==> src/rtl/band_filter_pkg.sv <==
// Shared constants, default coefficients and scheduler state encoding for the
// time-multiplexed band filter.
package band_filter_pkg;

  localparam int NUM_BANDS = 4;
  localparam int SAMPLE_W  = 8;
  localparam int STATE_W   = 16;
  localparam int COEF_W    = 8;
  localparam int SHIFT     = 8;
  localparam int PROD_W    = COEF_W + STATE_W;
  localparam int SUM_W     = STATE_W + 2;

  localparam logic [1:0] LAST_BAND = 2'(NUM_BANDS - 1);

  // Entry [b] holds the coefficient of band b.
  localparam logic [NUM_BANDS-1:0][COEF_W-1:0] DEF_A = {8'd5, 8'd10, 8'd15, 8'd20};
  localparam logic [NUM_BANDS-1:0][COEF_W-1:0] DEF_B = {8'd40, 8'd30, 8'd25, 8'd10};

  typedef enum logic [1:0] {
    IDLE,
    MUL_A,
    MUL_B,
    WRITE
  } state_t;

endpackage

==> src/rtl/band_filter_scheduler_mac.sv <==
// Shared signed multiply-shift plus saturating state update used by every band.
module band_mac_unit
  import band_filter_pkg::*;
(
  input  logic signed [COEF_W-1:0]  coef,
  input  logic signed [STATE_W-1:0] operand,
  input  logic signed [STATE_W-1:0] state_in,
  input  logic signed [STATE_W-1:0] p_a,
  output logic signed [STATE_W-1:0] product,
  output logic signed [STATE_W-1:0] next_state
);

  localparam logic signed [SUM_W-1:0] MAX_S = {{(SUM_W-STATE_W+1){1'b0}}, {(STATE_W-1){1'b1}}};
  localparam logic signed [SUM_W-1:0] MIN_S = {{(SUM_W-STATE_W+1){1'b1}}, {(STATE_W-1){1'b0}}};

  logic signed [PROD_W-1:0] full;
  logic signed [SUM_W-1:0]  sum;

  always_comb begin
    full    = coef * operand;
    product = STATE_W'(full >>> SHIFT);
    // Product is treated as p_b here; in the MUL_A cycle next_state is ignored.
    sum = SUM_W'(state_in) - SUM_W'(p_a) + SUM_W'(product);
    if (sum > MAX_S) begin
      next_state = MAX_S[STATE_W-1:0];
    end else if (sum < MIN_S) begin
      next_state = MIN_S[STATE_W-1:0];
    end else begin
      next_state = sum[STATE_W-1:0];
    end
  end

endmodule

==> src/rtl/band_filter_scheduler.sv <==
// Sequences the four IIR bands through one shared multiplier per sample strobe
// and holds the runtime-writable A/B coefficients and per-band filter state.
module band_filter_scheduler
  import band_filter_pkg::*;
(
  input  logic                clk,
  input  logic                rst,
  input  logic                sample_strobe,
  input  logic [SAMPLE_W-1:0] audio_sample,
  input  logic                clear,
  input  logic                cfg_we,
  input  logic [2:0]          cfg_addr,
  input  logic [COEF_W-1:0]   cfg_data,
  output logic                cfg_ready,
  output logic                busy,
  output logic                res_valid,
  output logic [1:0]          res_band,
  output logic [STATE_W-1:0]  res_value,
  output logic                done,
  output logic                overrun
);

  state_t                     state;
  logic [1:0]                 band;
  logic signed [SAMPLE_W-1:0] x;
  logic signed [STATE_W-1:0]  p_a;
  logic signed [COEF_W-1:0]   coef_a [NUM_BANDS];
  logic signed [COEF_W-1:0]   coef_b [NUM_BANDS];
  logic signed [STATE_W-1:0]  s      [NUM_BANDS];
  logic signed [STATE_W-1:0]  y      [NUM_BANDS];

  logic signed [COEF_W-1:0]   mac_coef;
  logic signed [STATE_W-1:0]  mac_operand;
  logic signed [STATE_W-1:0]  mac_product;
  logic signed [STATE_W-1:0]  mac_next;

  always_comb begin
    if (state == MUL_A) begin
      mac_coef    = coef_a[band];
      mac_operand = y[band];
    end else begin
      mac_coef    = coef_b[band];
      mac_operand = STATE_W'(x);
    end
  end

  band_mac_unit u_mac (
    .coef       (mac_coef),
    .operand    (mac_operand),
    .state_in   (s[band]),
    .p_a        (p_a),
    .product    (mac_product),
    .next_state (mac_next)
  );

  assign cfg_ready = ~busy;

  // The state update and result register are loaded at the end of MUL_B so the
  // registered result pulse is visible during the WRITE cycle.
  always_ff @(posedge clk) begin
    if (rst) begin
      state     <= IDLE;
      band      <= '0;
      x         <= '0;
      p_a       <= '0;
      busy      <= 1'b0;
      res_valid <= 1'b0;
      res_band  <= '0;
      res_value <= '0;
      done      <= 1'b0;
      overrun   <= 1'b0;
      for (int unsigned i = 0; i < NUM_BANDS; i++) begin
        s[i]      <= '0;
        y[i]      <= '0;
        coef_a[i] <= DEF_A[i];
        coef_b[i] <= DEF_B[i];
      end
    end else begin
      if (cfg_we && !busy) begin
        if (cfg_addr[0]) coef_b[cfg_addr[2:1]] <= cfg_data;
        else             coef_a[cfg_addr[2:1]] <= cfg_data;
      end

      if (clear) begin
        state     <= IDLE;
        busy      <= 1'b0;
        res_valid <= 1'b0;
        done      <= 1'b0;
        overrun   <= 1'b0;
        for (int unsigned i = 0; i < NUM_BANDS; i++) begin
          s[i] <= '0;
          y[i] <= '0;
        end
      end else begin
        res_valid <= 1'b0;
        done      <= 1'b0;
        if (sample_strobe && state != IDLE) overrun <= 1'b1;

        case (state)
          IDLE: begin
            if (sample_strobe) begin
              x     <= audio_sample;
              band  <= '0;
              busy  <= 1'b1;
              state <= MUL_A;
            end
          end
          MUL_A: begin
            p_a   <= mac_product;
            state <= MUL_B;
          end
          MUL_B: begin
            y[band]   <= s[band];
            s[band]   <= mac_next;
            res_valid <= 1'b1;
            res_band  <= band;
            res_value <= mac_next;
            done      <= (band == LAST_BAND);
            state     <= WRITE;
          end
          WRITE: begin
            if (band == LAST_BAND) begin
              busy  <= 1'b0;
              state <= IDLE;
            end else begin
              band  <= band + 2'd1;
              state <= MUL_A;
            end
          end
          default: state <= IDLE;
        endcase
      end
    end
  end

endmodule

==> config.mk <==
export PLATFORM = sky130hd
export DESIGN_NAME = band_filter_scheduler
export DESIGN_NICKNAME = d
export VERILOG_FILES = /design/src/rtl/band_filter_pkg.sv /design/src/rtl/band_filter_scheduler_mac.sv /design/src/rtl/band_filter_scheduler.sv
export SDC_FILE = /design/constraint.sdc
export NUM_CORES = 1
export LEC_CHECK = 0
export CAP_MARGIN = 20
export CORE_ASPECT_RATIO = 0.6
export CORE_MARGIN = 3
export CORE_UTILIZATION = 40
export CTS_CLUSTER_SIZE = 8
export DETAILED_ROUTE_END_ITERATION = 16
export DONT_BUFFER_PORTS = 1
export PLACE_DENSITY = 0.61
export SLEW_MARGIN = 5
export SYNTH_ARGS = -nofsm -noshare
export SYNTH_HDL_FRONTEND = slang
export SYNTH_SLANG_ARGS = --single-unit
==> constraint.sdc <==
create_clock -name clk -period 9.77 [get_ports clk]
set_clock_uncertainty 0.15 [all_clocks]
set_input_delay 1.954 -clock clk [delete_from_list [all_inputs] [get_ports clk]]
set_output_delay 1.954 -clock clk [all_outputs]
set_load 0.03 [all_outputs]
==> results of run 1 <==
## layout make-up
| type | instances | area, µm² |
|---|---|---|
| fill | 3480 | 20600 |
| clock buffer | 57 | 1020 |
| sequential | 244 | 6810 |
| tap | 513 | 642 |
| clock inverter | 2 | 21.3 |
| multi-input combinational | 949 | 8340 |
| timing repair buffer | 52 | 448 |
| inverter | 153 | 574 |
## power by group
part	internal (mW)	switching, mW	leakage (nW)	total [mW]
Sequential	1.16	0.0170	2.44	1.18
Combinational	0.911	1.81	4.36	2.72
Clock	0.712	0.465	0.502	1.18
Total	2.78	2.30	7.30	5.08
## cell families after synthesis
logic type	count (synthesis)	share of synthesized area [%]
AND/OR/NAND/NOR	491	15.0
flip-flops	244	42.7
buffers and inverters	213	5.14
adder cells (fa/ha/maj)	187	20.2
AO/OA/AOI/OAI	173	7.30
multiplexers	66	7.91
XOR/XNOR	32	1.76
## stage by stage
| stage | power, mW | cells | util, % | worst slack, ns | instance area (µm²) |
|---|---|---|---|---|---|
| 6_report | 5.08 | 1970 | 46.4 | 0.440 | 17900 |
| 5_1_grt | 5.36 | 1970 | 46.4 | 0.0353 | 17900 |
| 4_1_cts | 4.97 | 1964 | 46.2 | 0.205 | 17800 |
| 3_5_place_dp | 3.77 | 1905 | 43.5 | 0.269 | 16700 |
| 3_3_place_gp | 3.74 | 1904 | 43.5 | 0.374 | 16700 |
| 2_1_floorplan | 3.06 | 1406 | - | 1.15 | 15900 |
## worst paths after layout
check,slack [ns],cells past startpoint,from,to
hold / removal,0.30,2,x[0]$_SDFFE_PP0P_,x[0]$_SDFFE_PP0P_
setup / recovery,0.44,32,state[1]$_SDFFE_PP0P_,s[0][11]$_SDFFCE_PN0P_
hold reg to reg,0.30,2,x[0]$_SDFFE_PP0P_,x[0]$_SDFFE_PP0P_
setup reg to reg,0.44,32,state[1]$_SDFFE_PP0P_,s[0][11]$_SDFFCE_PN0P_
## cell usage after synthesis, drive strengths merged, types with 4 or more instances
library cell / count / area share [%]
a2111oi: 5 / 0.35
clkbuf: 47 / 1.1
buf: 13 / 0.43
o21a: 7 / 0.33
xnor2: 23 / 1.3
edfxtp: 192 / 36
a211oi: 15 / 0.71
fa: 117 / 15
dfxtp: 52 / 6.5
and2: 56 / 2.2
nor2: 205 / 4.8
xor2: 9 / 0.49
o21ai: 24 / 0.85
a21oi: 64 / 2.1
o211ai: 4 / 0.22
ha: 70 / 5.5
nand2: 66 / 1.6
nand2b: 20 / 0.79
a21boi: 4 / 0.19
inv: 153 / 3.6
nor4: 4 / 0.24
or2: 24 / 0.94
nor3: 18 / 0.57
nor2b: 18 / 0.71
o21bai: 14 / 0.66
mux2i: 18 / 1.1
and3: 53 / 2.1
or3: 17 / 0.67
mux4: 48 / 6.8
a21o: 12 / 0.57
## layer usage
layer	GRT usage, %	vias to the layer above
met5	0	-
met4	3.30	4
met3	7.17	40
met2	27.5	468
met1	32.0	5483
li1	-	4884
## critical path: cells and delay by family (launching register included)
kind / cells / cell delay, ns
AOI/OAI and AO/OA: 12 / 2.61
adders and majority gates: 8 / 3.76
buffers and inverters: 7 / 1.14
DFF: 1 / 0.34
muxes: 1 / 0.46
and+or+nand+nor: 4 / 0.56
## registers in the layout (all words and copies together) (netlist names), named ones only
register and count:
band 2, res_value 16, overrun 1, done 1, p_a 16, res_band 2
coef_b 32, x 8, state 2, y 64, busy 1, res_valid 1
s 64, coef_a 32
## timing repair
item                                    CTS  global route
setup buffers                             0             6
endpoints found under the setup margin    0            73
gates resized for setup                   0             9
==> results.tsv, run 1 <==
metric	value	unit
area_growth	12.1	%
ys_async_sr_fraction	0	%
crit_required	9.85	ns
overflow	0	
grt_max_degree	62	
drv_cap	0	
cts_tree	done	
crit_top_cell	fa_1	
firstDrtPassIters	5	
die_area	42300	µm²
num_vias	10900	
syn-instance-count	1406	
cts_buffer_depth	3	
row_count	55	
die_w	264	µm
holdWs	0.298	ns
grt_pass1_vias	11000	
initial_core_util	41.4	%
htreeDepth	2	
hold_class	reg -> reg	
synth-edff-count	192	
crit_path_max_fanout	10	
cts_sinks	244	
fmax	107	MHz
grt_usage	20.5	%
clkTransAtPathRegs	0.05	ns
crit_slowest_cell	fa_1	
synth_nets	1617	
drt_wl_total	43100	µm
slew_headroom	30.3	%
synth_flop_cell	edfxtp_1	
yosysSeqAreaShare	42.7	%
design.core.area	38500	µm²
dp_hpwl	30700	µm
wl_per_cell	21.9	µm
grt_antenna_before_repair	2	
startpoint_type	register	
syn_area	15900	µm²
ant_nets	0	
max-vdd-ir-drop	0.000342	V
criticalPathCategory	reg -> reg	
cts_root_buf	clkbuf_16	
synth-seq-cells	244	
route.detailed.drc	0	
hold_viol	0	
finalMaxSlewViolations	0	
postSynthAreaPerCell	11.3	µm²
pin_count	47	
die_y	161	µm
wl_met2	17100	µm
via_per_inst	5.52	
cts_hold_buf	0	
endpoint_kind	register	
p_leak	7.30	nW
period_minus_slack	9.33	ns
rsz0062_at_grt	no	
grt_pass1_wl	67100	µm
setup_viol	0	
crit_arrival	9.41	ns
final_common_cell	nor2_1	
place.gp.congestion	0.905	
crit_path_max_incr_delay	0.51	ns
status	completed	
port_buffers	0	
synth_cell_types	64	
period_share	95.5	%
wl_met1	20600	µm
drt_iter0_markers	1243	
clock_latency	0.53	ns
met3WireLength	4930	µm
worst_pin_slew	1.04	ns
top_layer_used	met5	
cts_buffers	36	
fin_tns_setup	0	ns
diodes	0	
fin_nets	1647	
most-common-layout-cells	nor2_1 (203), edfxtp_1 (192), inv_1 (153), fa_1 (117), ha_1 (69)	
drive_above_1_share	13.0	%
ys_warn_count	0	
pwr_density_cell	284	nW/µm²
Power figures use the tool's default switching activity.
==> run 2, diff against run 1 <==
- CTS_BUF_LIST: default -> sky130_fd_sc_hd__clkbuf_8
==> run 2 against run 1 <==
  * Worst hold slack about the same
  * Final area fell by 1.8%
  * Via count decreased by 0.41%
  * Total power decreased by 6.4%
  * Highest routed layer unchanged
  * Die area unchanged
  * Count of clock-buffer cells in the layout decreased by 13
==> results.tsv, run 2 (synthesis gave the netlist of run 1 again) <==
metric	value	unit	change
worst_pin_slew	1.06	ns	was 1.04 ns
dp_hpwl	30700	µm	unchanged
area_growth	10.1	%	was 12.1%
crit_arrival	9.48	ns	was 9.41 ns
period_share	95.8	%	was 95.5%
route.detailed.drc	0		unchanged
slew_headroom	28.6	%	was 30.3%
pwr_density_cell	271	nW/µm²	was 284 nW/µm²
cts_sinks	244		unchanged
grt_antenna_before_repair	2		unchanged
crit_required	9.89	ns	was 9.85 ns
clkTransAtPathRegs	0.07	ns	was 0.05 ns
fin_tns_setup	0	ns	unchanged
grt_usage	20.4	%	was 20.5%
p_leak	7.25	nW	was 7.30 nW
drv_cap	0		unchanged
multi_input_area	8350	µm²	was 8340 µm²
cts_buffer_depth	3		unchanged
htreeDepth	2		unchanged
hold_class	reg -> reg		unchanged
period_minus_slack	9.36	ns	was 9.33 ns
die_area	42300	µm²	unchanged
rsz0062_at_grt	no		unchanged
max-vdd-ir-drop	0.000333	V	was 0.000342 V
fmax	107	MHz	about the same
final_common_cell	nor2_1		unchanged
via_per_inst	5.46		was 5.52
num_vias	10800		was 10900
drt_wl_total	42900	µm	was 43100 µm
crit_path_max_incr_delay	0.53	ns	was 0.51 ns
design.core.area	38500	µm²	unchanged
cts_buffers	39		was 36
drive_above_1_share	13.5	%	was 13.0%
cts_root_buf	clkbuf_8		was clkbuf_16
criticalPathCategory	reg -> reg		unchanged
finalMaxSlewViolations	0		unchanged
crit_path_max_fanout	10		unchanged
fin_util	45.6	%	was 46.4%
grt_pass1_wl	67000	µm	was 67100 µm
ff_latch_area	6810	µm²	unchanged
status	completed		unchanged
startpoint_type	register		unchanged
firstDrtPassIters	7		was 5
clock_latency	0.56	ns	was 0.53 ns
die_w	264	µm	unchanged
cts_tree	done		unchanged
die_y	161	µm	unchanged
pin_count	47		unchanged
setup_viol	0		unchanged
endpoint_kind	register		unchanged
reg.largest.list	s: 64 flops, y: 64 flops		unchanged
hold_viol	0		unchanged
initial_core_util	41.4	%	unchanged
fin_nets	1650		was 1647
port_buffers	0		unchanged
row_count	55		unchanged
drt_iter0_markers	1189		was 1243
overflow	0		unchanged
place.gp.congestion	0.905		unchanged
crit_slowest_cell	a2111oi_1		was fa_1
most-common-layout-cells	nor2_1 (203), edfxtp_1 (192), inv_1 (175), fa_1 (117), ha_1 (69)		was nor2_1 (203), edfxtp_1 (192), inv_1 (153), fa_1 (117), ha_1 (69)
wl_per_cell	21.6	µm	was 21.9 µm
nFillCells	3528		was 3480
grt_pass1_vias	11100		was 11000
ant_nets	0		unchanged
grt_max_degree	62		unchanged
crit_top_cell	fa_1		unchanged
## run 2: cell types whose count changed in the layout (fill, tap and decap cells not counted), moves of 2 or more
cell       before  now
inv_1         153  175
clkbuf_1       19    0
clkbuf_16      38    0
clkbuf_8        0   44
clkinv_1        0    2
## run 2: per-stage QoR
step                      cells  power [mW]  setup slack [ns]  hold WS, ns  instance area [µm²]
after floorplan            1406        3.06              1.15        0.282                15900
after global placement     1904        3.74             0.374        0.286                16700
after detailed placement   1905        3.77             0.269        0.292                16700
after CTS                  1977        4.63             0.187        0.301                17400
after global routing       1983        5.04           0.00947        0.316                17500
final                      1984        4.75             0.409        0.297                17500
## run 2: critical path, delay by kind of cell (launching register included)
| family | cells | cell delay [ns] |
|---|---|---|
| muxes | 1 | 0.46 |
| buffers and inverters | 8 | 1.20 |
| and+or+nand+nor | 5 | 0.64 |
| adders and majority gates | 8 | 3.68 |
| AOI/OAI and AO/OA | 10 | 2.57 |
| DFF | 1 | 0.34 |
## run 2: path summary, 6_finish.rpt
kind / startpoint / end / slack, ns / depth (start not counted)
setup reg to reg: state[1]$_SDFFE_PP0P_ / s[0][11]$_SDFFCE_PN0P_ / 0.41 / 32
setup / recovery: state[1]$_SDFFE_PP0P_ / s[0][11]$_SDFFCE_PN0P_ / 0.41 / 32
hold reg to reg: x[0]$_SDFFE_PP0P_ / x[0]$_SDFFE_PP0P_ / 0.30 / 2
hold / removal: x[0]$_SDFFE_PP0P_ / x[0]$_SDFFE_PP0P_ / 0.30 / 2
## run 2: area by class of cell
| type | count | share of cell area [%] |
|---|---|---|
| flip-flops and latches | 244 | 38.8 |
| clock buffers | 44 | 3.45 |
| diodes | 1 | 0.0143 |
| inverters | 153 | 3.27 |
| clock inverters | 28 | 0.663 |
| multi-input cells | 949 | 47.6 |
| repair buffers | 52 | 2.55 |
| well taps | 513 | 3.66 |
## run 2: timing repair
| item | CTS | global route |
|---|---|---|
| hold buffers | 0 | 0 |
| resized for setup | 0 | 11 |
| setup endpoints to repair | 0 | 75 |
| setup buffers | 0 | 6 |
## run 2: power by group
part / total [mW] / internal [mW] / switching (mW)
Combinational: 2.74 / 0.913 / 1.82
Clock: 0.840 / 0.413 / 0.426
Sequential: 1.18 / 1.16 / 0.0169
Total: 4.75 / 2.48 / 2.27
## run 2: per-layer routing
| layer | GRT usage, % | wire (µm) | up-vias |
|---|---|---|---|
| met5 | 0 | 27 | - |
| met4 | 3.08 | 435 | 4 |
| met3 | 6.69 | 4980 | 46 |
| met2 | 27.5 | 17000 | 483 |
| met1 | 32.2 | 20500 | 5412 |
| li1 | - | - | 4889 |
